==> config.mk <==
export PLATFORM = sky130hd
export DESIGN_NAME = fu_arbiter
export DESIGN_NICKNAME = d
export VERILOG_FILES = /design/src/rtl/fu_pkg.sv /design/src/rtl/fu_arb_grant.sv /design/src/rtl/fu_arbiter.sv
export SDC_FILE = /design/constraint.sdc
export NUM_CORES = 1
export LEC_CHECK = 0
export ABC_AREA = 1
export ABC_CLOCK_PERIOD_IN_PS = 2800
export CORE_AREA = 2 2 125 127
export DETAILED_ROUTE_END_ITERATION = 16
export DIE_AREA = 0 0 127 129
export DONT_BUFFER_PORTS = 1
export HOLD_SLACK_MARGIN = 0.05
export PLACE_DENSITY = 0.56
export SLEW_MARGIN = 25
export SYNTH_ARGS = -nofsm -noshare
export SYNTH_HDL_FRONTEND = slang
export SYNTH_SLANG_ARGS = --single-unit
export TNS_END_PERCENT = 5
==> constraint.sdc <==
create_clock -name uclk -period 2.8 [get_ports uclk]
set_input_delay 0.42 -clock uclk [delete_from_list [all_inputs] [get_ports uclk]]
set_output_delay 0.42 -clock uclk [all_outputs]
set_load 0.01 [all_outputs]
==> src/rtl/fu_pkg.sv <==
// Shared definitions for the FU arbiter.
//   - FSM state encoding (IDLE/EXEC/RESP) and its typed enum
//   - FS field positions: FS = {MF, S[2:0], Cin}; bits [4:2] equal to FS_UNDEF mark an undefined op
//   - response flag bit order {Z,N,C,V}
package fu_pkg;

    localparam logic [1:0] IDLE = 2'd0;
    localparam logic [1:0] EXEC = 2'd1;
    localparam logic [1:0] RESP = 2'd2;

    typedef enum logic [1:0] {
        StIdle = IDLE,
        StExec = EXEC,
        StResp = RESP
    } fu_state_e;

    localparam int unsigned FS_W      = 5;
    localparam int unsigned FS_OP_HI  = 4;
    localparam int unsigned FS_OP_LO  = 2;
    localparam logic [2:0]  FS_UNDEF  = 3'b111;

    localparam int unsigned FLAG_Z = 3;
    localparam int unsigned FLAG_N = 2;
    localparam int unsigned FLAG_C = 1;
    localparam int unsigned FLAG_V = 0;

    function automatic logic fs_is_undef(input logic [FS_W-1:0] fs);
        return fs[FS_OP_HI:FS_OP_LO] == FS_UNDEF;
    endfunction

    function automatic logic [3:0] pack_flags(input logic z, input logic n, input logic c,
                                              input logic v);
        logic [3:0] flags;
        flags         = '0;
        flags[FLAG_Z] = z;
        flags[FLAG_N] = n;
        flags[FLAG_C] = c;
        flags[FLAG_V] = v;
        return flags;
    endfunction

endpackage

==> src/rtl/fu_arb_grant.sv <==
// Two-way grant for the FU arbiter.
// Build option: FU_ARB_RR_EN selects round-robin; otherwise fixed priority (req0 wins).
// Ports:
//   clk_i, rst_ni    clock / synchronous active-low reset (round-robin build only)
//   accept_i         a granted request was accepted this cycle (round-robin build only)
//   req0_valid_i     requester 0 valid
//   req1_valid_i     requester 1 valid
//   gnt_o            granted requester index (0 or 1), combinational
module fu_arb_grant (
`ifdef FU_ARB_RR_EN
    input  logic clk_i,
    input  logic rst_ni,
    input  logic accept_i,
`endif
    input  logic req0_valid_i,
    input  logic req1_valid_i,
    output logic gnt_o
);

`ifdef FU_ARB_RR_EN
    // Reset value 1 makes the first contended grant go to req0.
    logic last_gnt_q;

    always_ff @(posedge clk_i) begin
        if (!rst_ni) begin
            last_gnt_q <= 1'b1;
        end else if (accept_i) begin
            last_gnt_q <= gnt_o;
        end
    end

    always_comb begin
        if (req0_valid_i && req1_valid_i) begin
            gnt_o = ~last_gnt_q;
        end else if (req1_valid_i) begin
            gnt_o = 1'b1;
        end else if (req0_valid_i) begin
            gnt_o = 1'b0;
        end else begin
            gnt_o = ~last_gnt_q;
        end
    end
`else
    assign gnt_o = req1_valid_i & ~req0_valid_i;
`endif

endmodule

==> src/rtl/fu_arbiter.sv <==
// Shares one external combinational function unit between two requesters.
// Accepts one request, drives the FU from latched operands for one cycle, registers the result
// and flags, then presents them on a valid/ready response channel tagged with the requester id.
// Build option: FU_ARB_RR_EN enables round-robin arbitration (default: fixed priority, req0 wins).
// Ports:
//   uclk, rst_n                     clock, synchronous active-low reset
//   reqN_valid/ready (N=0,1)        request handshake; payload reqN_fs/a/b/sh held until accepted
//   fu_fs/fu_a/fu_b/fu_sh           to the FU, latched operands (hold outside EXEC)
//   fu_f, fu_v/c/n/z                from the FU
//   rsp_valid/rsp_ready             response handshake
//   rsp_id, rsp_f, rsp_flags, rsp_err  response payload; flags are {Z,N,C,V}
//   busy                            FSM not idle
//   op_cnt                          responses delivered, wraps silently
module fu_arbiter
    import fu_pkg::*;
#(
    parameter int unsigned word_Size = 32,
    parameter int unsigned cnt_Size  = 16
) (
    input  logic                 uclk,
    input  logic                 rst_n,

    input  logic                 req0_valid,
    output logic                 req0_ready,
    input  logic [4:0]           req0_fs,
    input  logic [word_Size-1:0] req0_a,
    input  logic [word_Size-1:0] req0_b,
    input  logic [4:0]           req0_sh,

    input  logic                 req1_valid,
    output logic                 req1_ready,
    input  logic [4:0]           req1_fs,
    input  logic [word_Size-1:0] req1_a,
    input  logic [word_Size-1:0] req1_b,
    input  logic [4:0]           req1_sh,

    output logic [4:0]           fu_fs,
    output logic [word_Size-1:0] fu_a,
    output logic [word_Size-1:0] fu_b,
    output logic [4:0]           fu_sh,
    input  logic [word_Size-1:0] fu_f,
    input  logic                 fu_v,
    input  logic                 fu_c,
    input  logic                 fu_n,
    input  logic                 fu_z,

    output logic                 rsp_valid,
    input  logic                 rsp_ready,
    output logic                 rsp_id,
    output logic [word_Size-1:0] rsp_f,
    output logic [3:0]           rsp_flags,
    output logic                 rsp_err,
    output logic                 busy,
    output logic [cnt_Size-1:0]  op_cnt
);

    fu_state_e            state_q;
    logic [4:0]           fs_q;
    logic [4:0]           sh_q;
    logic [word_Size-1:0] a_q;
    logic [word_Size-1:0] b_q;
    logic                 id_q;
    logic [word_Size-1:0] rsp_f_q;
    logic [3:0]           rsp_flags_q;
    logic                 rsp_err_q;
    logic                 rsp_valid_q;
    logic [cnt_Size-1:0]  op_cnt_q;

    logic gnt;
    logic idle;
    logic accept;

    fu_arb_grant u_grant (
`ifdef FU_ARB_RR_EN
        .clk_i        (uclk),
        .rst_ni       (rst_n),
        .accept_i     (accept),
`endif
        .req0_valid_i (req0_valid),
        .req1_valid_i (req1_valid),
        .gnt_o        (gnt)
    );

    assign idle       = (state_q == StIdle);
    assign req0_ready = idle & ~gnt;
    assign req1_ready = idle & gnt;
    assign accept     = (req0_ready & req0_valid) | (req1_ready & req1_valid);

    always_ff @(posedge uclk) begin
        if (!rst_n) begin
            state_q     <= StIdle;
            fs_q        <= '0;
            sh_q        <= '0;
            a_q         <= '0;
            b_q         <= '0;
            id_q        <= 1'b0;
            rsp_f_q     <= '0;
            rsp_flags_q <= '0;
            rsp_err_q   <= 1'b0;
            rsp_valid_q <= 1'b0;
            op_cnt_q    <= '0;
        end else begin
            unique case (state_q)
                StIdle: begin
                    if (accept) begin
                        fs_q    <= gnt ? req1_fs : req0_fs;
                        sh_q    <= gnt ? req1_sh : req0_sh;
                        a_q     <= gnt ? req1_a  : req0_a;
                        b_q     <= gnt ? req1_b  : req0_b;
                        id_q    <= gnt;
                        state_q <= StExec;
                    end
                end
                StExec: begin
                    // Undefined ops report an error with a zeroed result, whatever the FU says.
                    if (fs_is_undef(fs_q)) begin
                        rsp_f_q     <= '0;
                        rsp_flags_q <= '0;
                        rsp_err_q   <= 1'b1;
                    end else begin
                        rsp_f_q     <= fu_f;
                        rsp_flags_q <= pack_flags(fu_z, fu_n, fu_c, fu_v);
                        rsp_err_q   <= 1'b0;
                    end
                    rsp_valid_q <= 1'b1;
                    state_q     <= StResp;
                end
                StResp: begin
                    if (rsp_ready) begin
                        rsp_valid_q <= 1'b0;
                        op_cnt_q    <= op_cnt_q + cnt_Size'(1);
                        state_q     <= StIdle;
                    end
                end
                default: state_q <= StIdle;
            endcase
        end
    end

    assign fu_fs     = fs_q;
    assign fu_a      = a_q;
    assign fu_b      = b_q;
    assign fu_sh     = sh_q;
    assign rsp_valid = rsp_valid_q;
    assign rsp_id    = id_q;
    assign rsp_f     = rsp_f_q;
    assign rsp_flags = rsp_flags_q;
    assign rsp_err   = rsp_err_q;
    assign busy      = ~idle;
    assign op_cnt    = op_cnt_q;

endmodule
Yosys cells after proc, flatten, opt, wreduce, memory -nomap -nowiden

Index checks and enable logic that the tools add are counted.

Add/subtract/negate cells: 1
Multipliers: 0
Div/mod/pow operators: 0
Magnitude comparators: 0
Eq/ne operators: 5
Shift operators: 0
Multiplexer cells: 12
Bitwise operators: 9
Reduce and logical (&&, ||, !) cells: 6

Operator list:

| operator                | count |
|---|---|
| $mux W32                | 3 |
| $add A16 B1 Y16 const B | 1 |
| $mux W5                 | 2 |
| $reduce_and A2 Y1       | 4 |
| $pmux W2 S3             | 1 |
| $and A1 B1 Y1           | 5 |
| $mux W2                 | 2 |
| $mux W4                 | 1 |
| $eq A3 B3 Y1 const B    | 1 |
| $not A1 Y1              | 3 |
| $eq A2 B1 Y1 const B    | 1 |
| $eq A2 B2 Y1 const B    | 1 |
| $logic_not A2 Y1        | 1 |
| $mux W1                 | 2 |
| $ne A2 B1 Y1 const B    | 1 |
| $ne A2 B2 Y1 const B    | 1 |
| $pmux W1 S2             | 1 |
| $reduce_bool A2 Y1      | 1 |
| $or A1 B1 Y1            | 1 |

Register bits: 131
Bits in latches: 0
Memory bits (writable): 0
ROM bits: 0
Bits of input ports: 189
Output and inout port bits: 132
Memories kept: 0

Logic depth before layout (Yosys ltp)

Gate-level depths: netlist of run 1.

Depth after elaboration: 8
Gate-level depth with buffers: 8

Modules after synthesis

A second synthesis of run 1 with hierarchy kept.

Cells, all modules: 876
Area, all modules: 5,899.4 sq um

Modules (own cells, without submodules):

| module       | instances | cells an instance | area an instance (sq um) | sequential area each (sq um) |
|---|---|---|---|---|
| fu_arbiter   | 1         | 874               | 5,889.4                  | 2,622.5 |
| fu_arb_grant | 1         | 2                 | 10.0                     | 0.0 |

Worst setup path after synthesis of run 1

No wires, ideal clock.

Path type: input -> output
From: in req1_valid
To: out req1_ready
Arrival time: 0.985 ns
Data required time: 2.380 ns
Path slack: 1.395 ns
Cell stages on the path: 5
Cells stage by stage: inv_1 > nor2_2 > inv_1 > buf_2 > nor2_1

Cells in the longest elaborated chain, start to end: 2

RTL lines:

| element         | RTL line           | text |
|---|---|---|
| start, declared | fu_arbiter.sv:30   | `input logic req1_valid,` |
| $and A1 B1 Y1   | fu_arb_grant.sv:44 | `assign gnt_o = req1_valid_i & ~req0_valid_i;` |
| $and A1 B1 Y1   | fu_arbiter.sv:86   | `assign req1_ready = idle & gnt;` |
| end, declared   | fu_arbiter.sv:31   | `output logic req1_ready,` |

No other way between the ends.

Final worst setup path of run 1

From: in req1_valid
To: out req0_ready

Cells in the longest elaborated chain, start to end: 3

RTL lines:

| element       | RTL line           | text |
|---|---|---|
| $and A1 B1 Y1 | fu_arb_grant.sv:44 |  |
| $not A1 Y1    | fu_arbiter.sv:85   | `assign req0_ready = idle & ~gnt;` |
| $and A1 B1 Y1 | fu_arbiter.sv:85   |  |
| end, declared | fu_arbiter.sv:24   | `output logic req0_ready,` |

No other way between the ends.

==> results.sh, run 1 <==
export IMPL_hold_class="in2reg"
export IMPL_p_leak_nw=2.33
export IMPL_fin_crit_sh_pct=65.5
export IMPL_preCtsSetupSlack_ns=0.943
export IMPL_clock_path_buffers=2
export IMPL_tritoncts="yes"
export IMPL_first_global_vias=4800
export IMPL_fin_util_pct=40.7
export IMPL_finClkSkew_ns=0.00404
export IMPL_design_area_um2=6090
export IMPL_syn_inst=729
export IMPL_worstMarginPinSlew_ns=0.846
export IMPL_cts_buffers=17
export IMPL_hold_start="fu_f[14]"
export IMPL_critPathMaxStageDelay_ns=0.66
export IMPL_initial_core_util_pct=36.4
export IMPL_numPortBuffers=0
export IMPL_setup_tns_ns=0
export IMPL_end_kind="primary output"
export IMPL_timing_slew_headroom_pct=43.6
export IMPL_grt_use_met2_pct=30.6
export IMPL_insertedDiodeCount=0
export IMPL_drv_slew=0
export IMPL_io_pins=321
export IMPL_core_region_area_um2=15000
export IMPL_cp_slowest_cell="buf_4"
export IMPL_dpl_cell_count=870
export IMPL_layout_cells_most_common="nand2_1"
export IMPL_grt_use_met1_pct=22.1
export IMPL_hold_ws_ns=0.153
export IMPL_postRouteAntennaNets=0
export IMPL_crit_arrival_ns=1.41
export IMPL_instances_no_fill=902
export IMPL_drv_cap=0
export IMPL_netlist_area_um2=5450
export IMPL_die_height_um=129
export IMPL_setup_viol=0
export IMPL_hold_depth=2
export IMPL_worstHoldEndpoint="rsp_f[14]"
export IMPL_h_tree_depth=4
export IMPL_grt_usage_pct=18.7
export IMPL_avgSynthCellArea_um2=7.48
export IMPL_crit_path_start_kind="input pin"
export IMPL_post_cts_setup_buffers=0
export IMPL_cp_cell_sequence="inv_1 -> nor2_4 -> buf_4 -> nor2_1"
export IMPL_crit_fanout=75
export IMPL_power_density_nw_per_um2=837
export IMPL_die_x_um=127
export IMPL_wirelength_um=16000
export IMPL_synth_nets=919
export IMPL_p_total_mw=5.10
export IMPL_synth_warnings=0
export IMPL_place_area_um2=5470
export IMPL_wl_per_cell_um=17.7
export IMPL_rows=45
export IMPL_post_cts_resized=0
export IMPL_vdd_drop_max_mv=0.484
export IMPL_antenna_found_initial=0
export IMPL_rsz0062_at_grt="false"
export IMPL_grt_overflow=0
export IMPL_drt_initial_drc_count=268
export IMPL_place_congestion=0.881
export IMPL_grt_first_pass_wirelength_um=24500
export IMPL_yosysSeqAreaShare_pct=48.1
export IMPL_met3_usage_pct=7.78
export IMPL_area_growth_pct=11.7
export IMPL_hpwl_um=11000
export IMPL_final_cell_mix="nand2_1 (186), a21oi_1 (175), dfxtp_1 (131)"
export IMPL_ys_ff_latch=131
export IMPL_numClockSinks=131
export IMPL_root_buffer="clkbuf_16"
export IMPL_fin_nets=891
export IMPL_vias_per_cell=5.45
export IMPL_grt_max_degree=88
export IMPL_clk_pin_slew_ns=0.06
export IMPL_drtPass1Iterations=5
export IMPL_grt_busiest_layer="met2"
export IMPL_critPathKind="in2out"
export IMPL_r2r_cells=6
export IMPL_r2r_end="fu_a[15]"
export IMPL_dieArea_um2=16400
export IMPL_vias=4914
export IMPL_fmax_mhz=545
export IMPL_drive_gt1_share_pct=9.66
export IMPL_worstReg2RegStart="state_q[0]"
export IMPL_finalWorstSetupSlack_ns=0.965
export IMPL_outcome="complete, no violations"
export IMPL_drc=0
export IMPL_clock_latency_ns=0.40
export IMPL_hold_viol=0
export IMPL_finalCriticalPeriod_ns=1.83
export IMPL_ys_types=24
export IMPL_cts_hold_buf=0
export IMPL_r2r_slack_ns=1.04
export IMPL_worstPathRequired_ns=2.38
## final cells by class
class | count | area (µm²)
inverter | 26 | 97.6
sequential | 131 | 2620
clock buffer | 19 | 453
multi-input combinational | 520 | 2460
clock inverter | 13 | 171
fill | 1529 | 8890
tap | 188 | 235
timing repair buffer | 5 | 50.0
## worst max path at each step
stage / slack [ns] / end / cells past startpoint / from
final: 0.97 / req0_ready / 4 / req1_valid
after global routing: 0.86 / fu_b[31] / 7 / state_q[0]
after CTS: 0.95 / req0_ready / 4 / req1_valid
after detailed placement: 0.94 / req0_ready / 4 / req1_valid
after global placement: 0.96 / req0_ready / 4 / req1_valid
after floorplan: 1.39 / req1_ready / 5 / req1_valid
## power by group
group	leakage, nW	switching, mW	internal (mW)	total (mW)
clock network	0.289	0.857	1.46	2.32
logic	0.965	0.348	0.177	0.525
registers	1.08	0.213	2.04	2.25
## Yosys cell counts
library cell | instances | share of area (%)
nor3_1 | 2 | 0.18
clkbuf_1 | 14 | 0.96
buf_1 | 3 | 0.21
inv_1 | 21 | 1.4
a21oi_2 | 20 | 3.2
nor2_2 | 2 | 0.23
o21a_1 | 1 | 0.14
dfxtp_1 | 131 | 48
xor2_1 | 1 | 0.16
inv_2 | 5 | 0.34
nand2_4 | 1 | 0.21
buf_2 | 25 | 2.3
nand4_1 | 8 | 0.92
a21oi_1 | 175 | 16
o21ai_0 | 17 | 1.6
nand3_1 | 11 | 1.0
ha_1 | 1 | 0.23
nand2_1 | 186 | 13
o21ai_1 | 60 | 5.5
buf_4 | 6 | 0.83
nor2_1 | 32 | 2.2
nor2_4 | 2 | 0.41
nand3_2 | 1 | 0.18
buf_6 | 4 | 0.83
## critical path, delay by kind of cell
family	cells	cell delay, ns
buffers and inverters	2	0.70
AND/OR/NAND/NOR	2	0.27
## cell families (layout without fill, tap and decap cells)
group	count (synthesis)	in the layout	share of synthesized area (%)
compound gates	273	273	26.5
xor+xnor	1	1	0.161
fa+ha+maj	1	1	0.229
buf+inv	78	63	6.91
flops	131	131	48.1
simple gates	245	245	18.1
## flip-flops by register name, indices dropped and copies added, names as in the netlist
name / flops
fu_a: 32
fu_b: 32
fu_fs: 5
fu_sh: 5
op_cnt: 16
rsp_err: 1
rsp_f: 32
rsp_flags: 4
rsp_id: 1
rsp_valid: 1
state_q: 2
## layer usage
layer / vias to the layer above / share of wire [%]
li1: 2387 / -
met1: 2241 / 40
met2: 262 / 48
met3: 24 / 9.8
met4: 0 / 2.0
met5: - / 0
Power figures use the tool's default switching activity.
==> inputs of run 2 (changes only) <==
--- a/config.mk
+++ b/config.mk
@@ -6,13 +6,13 @@
 export NUM_CORES = 1
 export LEC_CHECK = 0
 export ABC_AREA = 1
-export ABC_CLOCK_PERIOD_IN_PS = 2800
-export CORE_AREA = 2 2 125 127
+export ABC_CLOCK_PERIOD_IN_PS = 1510
+export CORE_AREA = 2 2 124 126
 export DETAILED_ROUTE_END_ITERATION = 16
-export DIE_AREA = 0 0 127 129
+export DIE_AREA = 0 0 126 128
 export DONT_BUFFER_PORTS = 1
 export HOLD_SLACK_MARGIN = 0.05
-export PLACE_DENSITY = 0.56
+export PLACE_DENSITY = 0.59
 export SLEW_MARGIN = 25
 export SYNTH_ARGS = -nofsm -noshare
 export SYNTH_HDL_FRONTEND = slang
==> constraint.sdc (replaced) <==
create_clock -name uclk -period 1.51 [get_ports uclk]
set_input_delay 0.2265 -clock uclk [delete_from_list [all_inputs] [get_ports uclk]]
set_output_delay 0.2265 -clock uclk [all_outputs]
set_load 0.01 [all_outputs]
==> results.sh, run 2 (synthesis gave the netlist of run 1 again) <==
export IMPL_crit_arrival_ns=1.21
export IMPL_h_tree_depth=4
export IMPL_layout_cells_most_common="nand2_1"
export IMPL_rsz0062_at_grt="true"
export IMPL_violations="hold timing"
export IMPL_postRouteAntennaNets=0
export IMPL_numClockSinks=131
export IMPL_io_pins=321
export IMPL_area_growth_pct=36.5
export IMPL_finalCriticalPeriod_ns=1.44
export IMPL_root_buffer="clkbuf_16"
export IMPL_initial_core_util_pct=36.7
export IMPL_place_congestion=0.837
export IMPL_clk_pin_slew_ns=0.06
export IMPL_die_height_um=128
export IMPL_p_total_mw=9.70
export IMPL_dieArea_um2=16100
export IMPL_grt_usage_pct=21.4
export IMPL_vias=5574
export IMPL_finClkSkew_ns=0.0126
export IMPL_wl_per_cell_um=17.6
export IMPL_fin_crit_sh_pct=95.4
export IMPL_vias_per_cell=5.39
export IMPL_crit_path_start_kind="flip-flop"
export IMPL_worstPathRequired_ns=1.28
export IMPL_end_kind="primary output"
export IMPL_drive_gt1_share_pct=10.9
export IMPL_grt_overflow=0
export IMPL_die_x_um=126
export IMPL_numPortBuffers=0
export IMPL_drv_slew=0
export IMPL_setup_tns_ns=0
export IMPL_clock_path_buffers=2
export IMPL_vdd_drop_max_mv=0.729
export IMPL_outcome="finished, violations left"
export IMPL_rows=45
export IMPL_core_region_area_um2=14900
export IMPL_antenna_found_initial=0
export IMPL_drt_initial_drc_count=298
export IMPL_wirelength_um=18200
export IMPL_final_cell_mix="nand2_1 (186), a21oi_1 (175), dfxtp_1 (129)"
export IMPL_finalWorstSetupSlack_ns=0.0699
export IMPL_timing_slew_headroom_pct=74.5
export IMPL_fmax_mhz=694
export IMPL_drc=0
export IMPL_crit_fanout=4
export IMPL_setup_viol=0
export IMPL_hold_ws_ns=-0.0419
export IMPL_cts_buffers=17
export IMPL_fin_util_pct=50.1
export IMPL_power_density_nw_per_um2=1300
export IMPL_grt_first_pass_wirelength_um=27500
export IMPL_worstMarginPinSlew_ns=0.383
export IMPL_drtPass1Iterations=5
export IMPL_hpwl_um=11600
export IMPL_critPathKind="reg2out"
export IMPL_drv_cap=0
export IMPL_clock_latency_ns=0.42
export IMPL_p_leak_nw=2.93
export IMPL_hold_class="in2reg"
export IMPL_first_global_vias=5429
export IMPL_grt_max_degree=88
export IMPL_insertedDiodeCount=0
export IMPL_hold_viol=70
export IMPL_preCtsSetupSlack_ns=0.127
export IMPL_tritoncts="yes"
export IMPL_fin_nets=1023
[run 2: stage by stage]
stage               std cells  cell area, µm²
finish                   1034            7440
global route             1034            7440
floorplan                 729            5450
detailed placement        886            5670
CTS                      1016            7250
global placement          886            5670
[run 2: path summary, 6_finish.rpt]
path,start,end,slack (ns),depth (start not counted)
worst min register to register,op_cnt[1],op_cnt[1],0.49,2
worst max register to register,state_q[1],fu_fs[0],0.15,7
worst max-delay path,state_q[1],req1_ready,0.07,4
worst min-delay path,rst_n,fu_a[22],-0.04,2
[run 2: cell type report]
type / count / area, µm²
clock buffer: 17 / 425
clock inverter: 15 / 173
multi-input combinational: 520 / 2470
sequential: 131 / 2630
tap: 188 / 235
timing repair buffer: 137 / 1410
inverter: 26 / 97.6
fill: 1396 / 7420
[run 2: power breakdown]
| group | leakage (nW) | switching [mW] | internal [mW] |
|---|---|---|---|
| clock | 0.289 | 1.69 | 2.48 |
| combinational | 1.56 | 0.745 | 0.609 |
| sequential | 1.08 | 0.393 | 3.78 |
| total | 2.93 | 2.83 | 6.87 |
[run 2: repair_timing]
action                                  4_1_cts  5_1_grt
setup buffers                                 2        0
hold endpoints to repair                    128       86
gates cloned                                  0        0
resized for setup                             1        5
hold buffers                                 96       18
endpoints found under the setup margin        1        7
[run 2: critical path, stage by stage, from the launching register on]
cell and delay [ns]:
dfxtp_2 0.34, inv_2 0.07, nand2_4 0.10, nor2_2 0.14, buf_4 0.14
[run 2: per-layer routing]
| metal | vias up | GRT usage, % | part of all wire [%] |
|---|---|---|---|
| met5 | - | 0 | 0 |
| met4 | 0 | 9.89 | 3.3 |
| met3 | 50 | 7.51 | 8.5 |
| met2 | 304 | 35.4 | 49 |
| met1 | 2565 | 25.1 | 39 |
| li1 | 2655 | - | - |
